### src/rtl/cnf_host_loader.sv
// cnf_host_loader: host front end for the solver CNF load port.
// Turns a DIMACS-style word stream (signed literals, 0 ends a clause) into
// literal/clause_end beats, checks the load against core capacity, then
// pulses start and supervises the solve with a cycle counter and timeout.
module cnf_host_loader #(
  parameter int MAX_VARS    = 256,
  parameter int MAX_CLAUSES = 256,
  parameter int MAX_LITS    = 2048,
  parameter int CYC_W       = 32
) (
  input  logic             clk,
  input  logic             rst_n,
  input  logic             go,
  input  logic [CYC_W-1:0] timeout_cycles,
  input  logic             s_valid,
  input  logic [31:0]      s_data,
  input  logic             s_last,
  output logic             s_ready,
  output logic             host_load_valid,
  output logic [31:0]      host_load_literal,
  output logic             host_load_clause_end,
  input  logic             host_load_ready,
  output logic             host_start,
  input  logic             host_done,
  input  logic             host_sat,
  input  logic             host_unsat,
  output logic             busy,
  output logic             result_valid,
  output logic             result_sat,
  output logic             result_unsat,
  output logic             result_timeout,
  output logic [2:0]       err_code,
  output logic [15:0]      num_clauses,
  output logic [15:0]      num_lits,
  output logic [CYC_W-1:0] cycle_count
);

  localparam logic [31:0]      MAX_VARS_W    = 32'(MAX_VARS);
  localparam logic [15:0]      MAX_CLAUSES_W = 16'(MAX_CLAUSES);
  localparam logic [15:0]      MAX_LITS_W    = 16'(MAX_LITS);
  localparam logic [CYC_W-1:0] CYC_ZERO      = {CYC_W{1'b0}};
  localparam logic [CYC_W-1:0] CYC_ONE       = {{(CYC_W-1){1'b0}}, 1'b1};
  localparam logic [CYC_W-1:0] CYC_MAX       = {CYC_W{1'b1}};

  localparam logic [2:0] ERR_NONE       = 3'd0;
  localparam logic [2:0] ERR_BAD_LIT    = 3'd1;
  localparam logic [2:0] ERR_EMPTY      = 3'd2;
  localparam logic [2:0] ERR_CLAUSE_OVF = 3'd3;
  localparam logic [2:0] ERR_LIT_OVF    = 3'd4;
  localparam logic [2:0] ERR_UNTERM     = 3'd5;

  typedef enum logic [2:0] {
    ST_IDLE  = 3'd0,
    ST_LOAD  = 3'd1,
    ST_DRAIN = 3'd2,
    ST_START = 3'd3,
    ST_SOLVE = 3'd4,
    ST_DONE  = 3'd5,
    ST_ERROR = 3'd6
  } state_t;

  // Magnitude of a two's complement literal (0x80000000 maps to itself).
  function automatic logic [31:0] lit_mag(input logic [31:0] w);
    lit_mag = w[31] ? (32'd0 - w) : w;
  endfunction

  state_t           state_r, state_n;
  logic             p_valid_r;
  logic [31:0]      p_lit_r;
  logic             o_valid_r;
  logic [31:0]      o_lit_r;
  logic             o_ce_r;
  logic [15:0]      num_clauses_r, num_lits_r;
  logic [CYC_W-1:0] cycle_count_r;
  logic             res_sat_r, res_unsat_r, res_to_r;
  logic [2:0]       err_code_r;
  logic             busy_r, host_start_r, result_valid_r;

  logic             s_ready_s, accept_s, o_take_s, word_zero_s;
  logic [2:0]       word_err_s;
  logic             load_err_s, timeout_hit_s, go_take_s;

  // Handshakes and per-word validation; lowest error code has priority.
  always_comb begin
    s_ready_s   = (state_r == ST_LOAD) && (!o_valid_r || host_load_ready);
    accept_s    = s_valid && s_ready_s;
    o_take_s    = o_valid_r && host_load_ready;
    word_zero_s = (s_data == 32'd0);
    if (!word_zero_s && ((s_data == 32'h8000_0000) || (lit_mag(s_data) > MAX_VARS_W))) begin
      word_err_s = ERR_BAD_LIT;
    end else if (word_zero_s && !p_valid_r) begin
      word_err_s = ERR_EMPTY;
    end else if (word_zero_s && (num_clauses_r >= MAX_CLAUSES_W)) begin
      word_err_s = ERR_CLAUSE_OVF;
    end else if (!word_zero_s && (num_lits_r >= MAX_LITS_W)) begin
      word_err_s = ERR_LIT_OVF;
    end else if (!word_zero_s && s_last) begin
      word_err_s = ERR_UNTERM;
    end else begin
      word_err_s = ERR_NONE;
    end
    load_err_s    = accept_s && (word_err_s != ERR_NONE);
    timeout_hit_s = (timeout_cycles != CYC_ZERO) &&
                    (cycle_count_r == (timeout_cycles - CYC_ONE));
  end

  // Next-state logic for the load/solve sequence.
  always_comb begin
    state_n   = state_r;
    go_take_s = 1'b0;
    case (state_r)
      ST_IDLE, ST_DONE, ST_ERROR: begin
        if (go) begin
          go_take_s = 1'b1;
          state_n   = ST_LOAD;
        end else begin
          state_n   = state_r;
        end
      end
      ST_LOAD: begin
        if (load_err_s) begin
          state_n = ST_ERROR;
        end else if (accept_s && s_last) begin
          state_n = ST_DRAIN;
        end else begin
          state_n = ST_LOAD;
        end
      end
      ST_DRAIN: begin
        if (!o_valid_r) begin
          state_n = ST_START;
        end else begin
          state_n = ST_DRAIN;
        end
      end
      ST_START: state_n = ST_SOLVE;
      ST_SOLVE: begin
        if (host_done || timeout_hit_s) begin
          state_n = ST_DONE;
        end else begin
          state_n = ST_SOLVE;
        end
      end
      default: state_n = ST_IDLE;
    endcase
  end

  // State register.
  always_ff @(posedge clk or negedge rst_n) begin
    if (!rst_n) begin
      state_r <= ST_IDLE;
    end else begin
      state_r <= state_n;
    end
  end

  // Literal pipeline (P -> O), load counters, solve counter and results.
  always_ff @(posedge clk or negedge rst_n) begin
    if (!rst_n) begin
      p_valid_r     <= 1'b0;
      p_lit_r       <= 32'd0;
      o_valid_r     <= 1'b0;
      o_lit_r       <= 32'd0;
      o_ce_r        <= 1'b0;
      num_clauses_r <= 16'd0;
      num_lits_r    <= 16'd0;
      cycle_count_r <= CYC_ZERO;
      res_sat_r     <= 1'b0;
      res_unsat_r   <= 1'b0;
      res_to_r      <= 1'b0;
      err_code_r    <= ERR_NONE;
    end else if (go_take_s) begin
      p_valid_r     <= 1'b0;
      o_valid_r     <= 1'b0;
      num_clauses_r <= 16'd0;
      num_lits_r    <= 16'd0;
      cycle_count_r <= CYC_ZERO;
      res_sat_r     <= 1'b0;
      res_unsat_r   <= 1'b0;
      res_to_r      <= 1'b0;
      err_code_r    <= ERR_NONE;
    end else begin
      case (state_r)
        ST_LOAD: begin
          if (load_err_s) begin
            // Partial load is abandoned; nothing more reaches the cores.
            p_valid_r  <= 1'b0;
            o_valid_r  <= 1'b0;
            err_code_r <= word_err_s;
          end else begin
            if (o_take_s) begin
              o_valid_r <= 1'b0;
            end
            if (accept_s) begin
              if (word_zero_s) begin
                o_valid_r     <= 1'b1;
                o_lit_r       <= p_lit_r;
                o_ce_r        <= 1'b1;
                p_valid_r     <= 1'b0;
                num_clauses_r <= num_clauses_r + 16'd1;
              end else begin
                if (p_valid_r) begin
                  o_valid_r <= 1'b1;
                  o_lit_r   <= p_lit_r;
                  o_ce_r    <= 1'b0;
                end
                p_valid_r  <= 1'b1;
                p_lit_r    <= s_data;
                num_lits_r <= num_lits_r + 16'd1;
              end
            end
          end
        end
        ST_DRAIN: begin
          if (o_take_s) begin
            o_valid_r <= 1'b0;
          end
        end
        ST_START: cycle_count_r <= CYC_ZERO;
        ST_SOLVE: begin
          if (host_done) begin
            res_sat_r   <= host_sat;
            res_unsat_r <= host_unsat;
            res_to_r    <= 1'b0;
          end else if (timeout_hit_s) begin
            res_to_r    <= 1'b1;
          end else if (cycle_count_r != CYC_MAX) begin
            cycle_count_r <= cycle_count_r + CYC_ONE;
          end
        end
        default: begin
          p_valid_r <= p_valid_r;
        end
      endcase
    end
  end

  // Status outputs registered from the upcoming state.
  always_ff @(posedge clk or negedge rst_n) begin
    if (!rst_n) begin
      busy_r         <= 1'b0;
      host_start_r   <= 1'b0;
      result_valid_r <= 1'b0;
    end else begin
      busy_r         <= (state_n == ST_LOAD) || (state_n == ST_DRAIN) ||
                        (state_n == ST_START) || (state_n == ST_SOLVE);
      host_start_r   <= (state_n == ST_START);
      result_valid_r <= (state_n == ST_DONE);
    end
  end

  assign s_ready              = s_ready_s;
  assign host_load_valid      = o_valid_r;
  assign host_load_literal    = o_lit_r;
  assign host_load_clause_end = o_ce_r;
  assign host_start           = host_start_r;
  assign busy                 = busy_r;
  assign result_valid         = result_valid_r;
  assign result_sat           = res_sat_r;
  assign result_unsat         = res_unsat_r;
  assign result_timeout       = res_to_r;
  assign err_code             = err_code_r;
  assign num_clauses          = num_clauses_r;
  assign num_lits             = num_lits_r;
  assign cycle_count          = cycle_count_r;

endmodule

### config.mk
export PLATFORM = sky130hd
export DESIGN_NAME = cnf_host_loader
export DESIGN_NICKNAME = d
export VERILOG_FILES = /design/src/rtl/cnf_host_loader.sv
export SDC_FILE = /design/constraint.sdc
export NUM_CORES = 1
export LEC_CHECK = 0
export CAP_MARGIN = 15
export CORE_MARGIN = 3
export CORE_UTILIZATION = 35
export CTS_BUF_LIST = sky130_fd_sc_hd__clkbuf_2 sky130_fd_sc_hd__clkbuf_4 sky130_fd_sc_hd__clkbuf_8
export DETAILED_ROUTE_END_ITERATION = 8
export GPL_TIMING_DRIVEN = 0
export RECOVER_POWER = 50
export SYNTH_ARGS = -nofsm -noshare
export SYNTH_HDL_FRONTEND = slang
export SYNTH_SLANG_ARGS = --single-unit
### constraint.sdc
create_clock -name clk -period 3 [get_ports clk]
set_input_delay 0.45 -clock clk [delete_from_list [all_inputs] [get_ports clk]]
set_output_delay 0.45 -clock clk [all_outputs]
set_load 0.05 [all_outputs]
After elaboration in Yosys (flattened, before gate mapping)
Index checks and enable logic that the tools add are counted.
- flip-flop bits (word level): 143
- latch bits: 0
- bits in writable memories: 0
- memory bits (read-only): 0
- bits of input ports: 73
- output and inout bits: 108
- logic and storage cells: 149
- memories kept: 0
- $add $sub $neg: 5
- multipliers: 0
- divide/modulo/power cells: 0
- $lt $le $gt $ge: 3
- equal/unequal tests: 19
- shift operators: 0
- multiplexer cells: 58
- bitwise operators: 3
- reduce and logical (&&, ||, !) cells: 45
- operators by type and width (operator ; count):
    $mux W32 ; 7
    $mux W16 ; 10
    $pmux W32 S2 ; 1
    $add A16 B1 Y16 const B ; 2
    $add A32 B1 Y32 const B ; 1
    $eq A32 B32 Y1 ; 1
    $eq A32 B32 Y1 const B ; 1
    $gt A32 B9 Y1 const B ; 1
    $logic_not A32 Y1 ; 1
    $ne A32 B32 Y1 const B ; 1
    $reduce_bool A32 Y1 ; 1
    $sub A1 B32 Y32 const A ; 1
    $sub A32 B1 Y32 const B ; 1
    $mux W3 ; 10
    $mux W1 ; 27
    $ge A16 B12 Y1 const B ; 1
    $ge A16 B9 Y1 const B ; 1
    $eq A3 B3 Y1 const B ; 5
    $pmux W3 S5 ; 1
    $reduce_bool A3 Y1 ; 5
    $reduce_bool A2 Y1 ; 7
    $eq A3 B2 Y1 const B ; 4
    $reduce_and A4 Y1 ; 3
    $logic_and A1 B1 Y1 ; 11
    other kinds (12) ; 29

Depth between registers and ports, before layout
- depth after elaboration: 16
- depth in mapped cells: 14
- gate-level depth less buffers: 11

Worst setup path before layout
OpenSTA, ideal clock, no wires.
- path kind: input-to-reg
- start: input timeout_cycles[0]
- end: register cycle_count_r[13] (netlist: cycle_count[13])
- arrival: 3810 ps
- required time: 2889 ps
- path slack: -921 ps
- stages: 13
- path buffers: 2
- cell sequence: inv_1 ha_1 or4b_2 clkbuf_1 nor3_1 nand2_1 xnor2_1 or4_1 or4_1 o21ai_1 clkbuf_1 o21ai_0 o41ai_1
- cells in the longest elaborated chain, start to end: 5
- elaborated cells on any way between the ends: 6
- ends and longest elaborated chain (item ; line ; RTL):
    start, declared ; 14 ; input logic [CYC_W-1:0] timeout_cycles,
    $sub A32 B1 Y32 ; 104 ; (cycle_count_r == (timeout_cycles - CYC_ONE));
    $eq A32 B32 Y1 ; 104 ;
    $logic_and A1 B1 Y1 (*) ; 103 ; timeout_hit_s = (timeout_cycles != CYC_ZERO) &&
    $ne A3 B3 Y1 (no source line) (*) ; - ;
    $reduce_and A4 Y1 (no source line) (*) ; - ;
    end signal, assigned ; 228 ; cycle_count_r <= cycle_count_r + CYC_ONE;
    end, declared ; 74 ; logic [CYC_W-1:0] cycle_count_r;
Mark *: on every way between the ends. The rest lies on a longest branch, timed or not.
A chain may end at the register's enable or synchronous reset.

Worst setup path in the final report
- start: input s_data[11]
- end: register num_lits_r[8] (netlist: num_lits[8])
- cells in the longest elaborated chain, start to end: 12
- elaborated cells on any way between the ends: 22
- ends and longest elaborated chain (item ; line ; RTL):
    start, declared ; 16 ; input logic [31:0] s_data,
    parallel branches: the longest is 11 deep, another holds $sub A1 B32 Y32 ; - ;
    $reduce_and A4 Y1 (no source line) (*) ; - ;
    end signal, assigned ; 209 ; num_lits_r <= num_lits_r + 16'd1;
    end, declared ; 73 ; logic [15:0] num_clauses_r, num_lits_r;
Every way passes the cells marked *.

==> results.env <==
STATUS='complete, but fails checks'
FAILED_CHECKS='capacitance limit, setup timing'
TRITONCTS_NUM_SINKS=143
DIE_HEIGHT_UM=162
SKEW_NS=0.0210
SEQ_AREA_SQ_UM=3580
TIMING.CRITICAL_PATH.ARRIVAL_NS=3.98
PORT_BUFFERS=176
PLACE_INST=1452
GRT_SETUP_UNREPAIRED='yes'
FINAL_ANTENNA_NET_COUNT=0
MAX_CAP_VIOL_COUNT=1
FMAX_GHz=0.277
LEAKAGEPOWER_nW=5.79
PLACED_CELL_AREA_SQ_UM=10900
RELSLEWSLACK=0.00465
TIGHTEST_SLEW_NS=1.49
TIMING.SETUP.CRITICAL_PATH_CLASS='primary input to flop'
POST_ROUTE_STANDARD_CELL_AREA_EXCLUDING_FILLERS_SQ_UM=13200
POWER.DENSITY_CELL_AREA_nW_PER_UM2=430
WORST-PATH-MAX-FANOUT=6
HPWL_UM=20000
CORE_REGION_AREA_SQ_UM=23600
END_KIND='flop'
PLACEMENT.SETUP.WORST_SLACK_NS=-2.18
LAYOUT_WORST_PATH_CYCLE_SHARE=1.20
CTSROOTBUFFERMASTER='sky130_fd_sc_hd__clkbuf_8'
TIMING.FINAL.SETUP_VIOLATIONS=120
MULTIINPUTGATEAREA_SQ_UM=5640
FIN_CELLS=1566
SYNTH_EDF_COUNT=0
GRT_PASS1_WL_UM=45600
POST-ROUTE-MIN-PERIOD_NS=3.61
VDD_DROP_MAX_V=0.000322
MAXIMUM_CELL_STAGE_DELAY_ALONG_THE_CRITICAL_PATH_NS=0.58
FILLER_CELL_COUNT=2132
CLK_PWR_SHARE=0.285
MAX_SLEW_VIOLATION_COUNT=0
CP_DATA_REQUIRED_TIME_NS=3.36
GR-TOTAL-OVERFLOW=0
DRT-TOTAL-WL_UM=29600
TIMING.REG2REG.WORST_PATH_DEPTH=10
FIRST_GLOBAL_VIAS=8412
TIMING.FINAL.HOLD_VIOLATIONS=0
INITIAL_ANTENNA_VIOLATION_COUNT=0
DRT_FIRST_ITER_VIOLATIONS=626
CLOCK_TREE_FROM_TRITONCTS='yes'
GROUTE.USAGE.OVERALL=0.218
SYNTH_AREA_PER_CELL_SQ_UM=8.85
P_INT_mW=3.57
NUMBER_OF_REMAINING_DRC_ERRORS=0
WIRE_PER_INST_UM=18.9
POST_DRT_VIA_CELL_RATIO=5.59
POST_SYNTH_NUM_CELL_TYPES=67
STARTPOINT_TYPES='primary input'
WORSTHOLDPATHTYPE='primary input to flop'
NET_SWITCHING_SHARE_OF_THE_TOTAL_POWER=0.373
MOSTFREQUENTLAYOUTCELLS='sky130_fd_sc_hd__dfrtp_1, sky130_fd_sc_hd__clkdlybuf4s50_1, sky130_fd_sc_hd__nand2_1'
SEQ_POWER_SHARE=0.359
ROWS=56
DRT_PASS1_ITERATIONS=5
SEQ_AREA_FRAC_SYNTH=0.423
P_COMB_FRAC=0.356
WORST_SKEW_PAIR.LATE_LATENCY_NS=0.45
P_TOTAL_mW=5.70
INSERTEDDIODECOUNT=0
DIE_AREA_SQ_UM=26100
SYN2LAYOUT_AREA_GROWTH_PCT=56.4
YS_FF_LATCH=143
CLK_PATH_BUF_DEPTH=2
CP_CELL_SEQUENCE='buf_8 -> or4_4 -> buf_4 -> nor3_4 -> nor2_1 -> o41ai_2 -> nand4_1 -> or4_4 -> or3b_1 -> buf_6 -> or4_4 -> a21oi_2'
SYN_INST=956
SYNTH.NET_COUNT=1035
WORST_PATH_MOST_REPEATED_CELL='sky130_fd_sc_hd__or4_4'
SWITCHING_POWER_mW=2.12
POST_SYNTHESIS_INSTANCE_AREA_SQ_UM=8460
FINAL.SETUP.TNS_NS=-44.85
DRIVE_ABOVE_1_SHARE=0.281
FIN_UTIL=0.561
PIN_COUNT_OF_THE_BIGGEST_NET_ENTERING_GLOBAL_ROUTING=85
FINALHOLDWORSTSLACK_NS=0.353
DR_TOTAL_VIAS=8761
CLK_PIN_SLEW_WORST_PATHS_NS=0.08
SYNTHESIS.YOSYS.WARNINGS=0
IOPINCOUNT=181
REG2REG_SETUP_SLACK_NS=-0.23
CTS-BUFFERS-INSERTED=17
INITIAL_STANDARD_CELL_UTILIZATION_OF_THE_CORE=0.358
MOST_COMMON_CELL_AFTER_LAYOUT_FILL_AND_TAPS_ASIDE='sky130_fd_sc_hd__dfrtp_1'
CTS-HTREE-LEVELS=4
FINALWORSTSETUPSLACK_NS=-0.614
CP_SLOWEST_CELL='sky130_fd_sc_hd__or4_4'
HOLD_PATH_DEPTH=2
ASYNCSETRESETFLOPFRACSYNTH=1.00
SYNTH_FF_TYPE='sky130_fd_sc_hd__dfrtp_1'
CHIPWIDTH_UM=162
NETS_FINAL=1313
GP_CONGESTION=0.917
-- routing by layer --
metal | vias up | wire [um] | GRT usage
met5 | - | 0 | 0
met4 | 0 | 512 | 0.0559
met3 | 49 | 2300 | 0.0631
met2 | 305 | 14300 | 0.355
met1 | 4289 | 12500 | 0.285
li1 | 4118 | - | -
-- timing repair --
item | CTS | global route
setup buffers | 55 | 24
hold buffers | 1 | 0
pin swaps | 59 | 44
hold endpoints to repair | 59 | 0
cloned | 9 | 1
resized for setup | 231 | 140
endpoints found under the setup margin | 135 | 132
-- kinds of logic (layout without fill, tap and decap cells) --
| family | count (synthesis) | count (layout) | share of synthesized area |
|---|---|---|---|
| adder cells (fa/ha/maj) | 7 | 7 | 0.0101 |
| flip-flops | 143 | 143 | 0.423 |
| XOR/XNOR | 46 | 46 | 0.0476 |
| buffers and inverters | 81 | 371 | 0.0372 |
| multiplexers | 49 | 49 | 0.0639 |
| AND/OR/NAND/NOR | 425 | 426 | 0.259 |
| AO/OA/AOI/OAI | 205 | 205 | 0.160 |
-- area by class of cell --
type,count,area share
Inverter,30,0.00983
Clock inverter,14,0.0129
Buffer,45,0.0315
Clock buffer,18,0.0187
Timing Repair Buffer,264,0.200
Sequential cell,143,0.270
Tap cell,319,0.0302
Multi-Input combinational cell,733,0.426
-- critical path, delay by kind of cell --
family / cells / cell delay [ns]
AOI/OAI and AO/OA: 2 / 0.55
buffers and inverters: 3 / 0.41
and+or+nand+nor: 7 / 2.55
-- worst paths after layout --
| path | start | endpoint |
|---|---|---|
| hold / removal | s_data[7] | p_lit_r[7] |
| setup reg to reg | state_r[0] | num_lits[8] |
| max in group asynchronous | rst_n | cycle_count[13] |
| hold reg to reg | p_lit_r[30] | p_lit_r[30] |
| setup / recovery | s_data[11] | num_lits[8] |
| min in group asynchronous | rst_n | p_lit_r[15] |
-- power groups by stage --
stage | registers [mW] | clock network, mW | logic, mW
after floorplan | 2.23 | 0 | 0.763
after global placement | 2.08 | 0 | 1.49
after detailed placement | 2.08 | 0 | 1.50
after CTS | 2.05 | 1.67 | 1.81
after global routing | 2.06 | 1.75 | 2.16
final | 2.05 | 1.62 | 2.03
-- registers in the layout (all words and copies together), names as in the netlist --
register / flops
cycle_count: 32
host_load_literal: 32
p_lit_r: 32
num_clauses: 16
num_lits: 16
err_code: 3
state_r: 3
busy: 1
host_load_clause_end: 1
host_load_valid: 1
host_start: 1
p_valid_r: 1
result_sat: 1
result_timeout: 1
result_unsat: 1
result_valid: 1
-- synth_stat cells (6+ instances only) --
cell	number	share of area
sky130_fd_sc_hd__ha_1	6	0.0089
sky130_fd_sc_hd__a31oi_1	21	0.016
sky130_fd_sc_hd__and3_1	29	0.021
sky130_fd_sc_hd__or3_1	9	0.0067
sky130_fd_sc_hd__o41ai_1	10	0.010
sky130_fd_sc_hd__mux2i_1	9	0.011
sky130_fd_sc_hd__xnor2_1	24	0.025
sky130_fd_sc_hd__nor4_1	34	0.025
sky130_fd_sc_hd__clkbuf_1	45	0.020
sky130_fd_sc_hd__o21ai_0	53	0.031
sky130_fd_sc_hd__nand2b_1	10	0.0074
sky130_fd_sc_hd__nand4_1	17	0.013
sky130_fd_sc_hd__o211ai_1	9	0.0080
sky130_fd_sc_hd__or4_1	22	0.020
sky130_fd_sc_hd__o22ai_1	6	0.0044
sky130_fd_sc_hd__mux2_2	40	0.053
sky130_fd_sc_hd__and2_1	14	0.010
sky130_fd_sc_hd__dfrtp_1	143	0.42
sky130_fd_sc_hd__or2_2	8	0.0059
sky130_fd_sc_hd__nor2_1	73	0.032
sky130_fd_sc_hd__nand3_1	41	0.024
sky130_fd_sc_hd__xor2_1	22	0.023
sky130_fd_sc_hd__nor3_1	34	0.020
sky130_fd_sc_hd__a21oi_1	39	0.023
sky130_fd_sc_hd__nand2_1	111	0.049
sky130_fd_sc_hd__inv_1	29	0.013
sky130_fd_sc_hd__o31ai_1	13	0.012
Note: power is estimated with default switching activity, not from simulation.
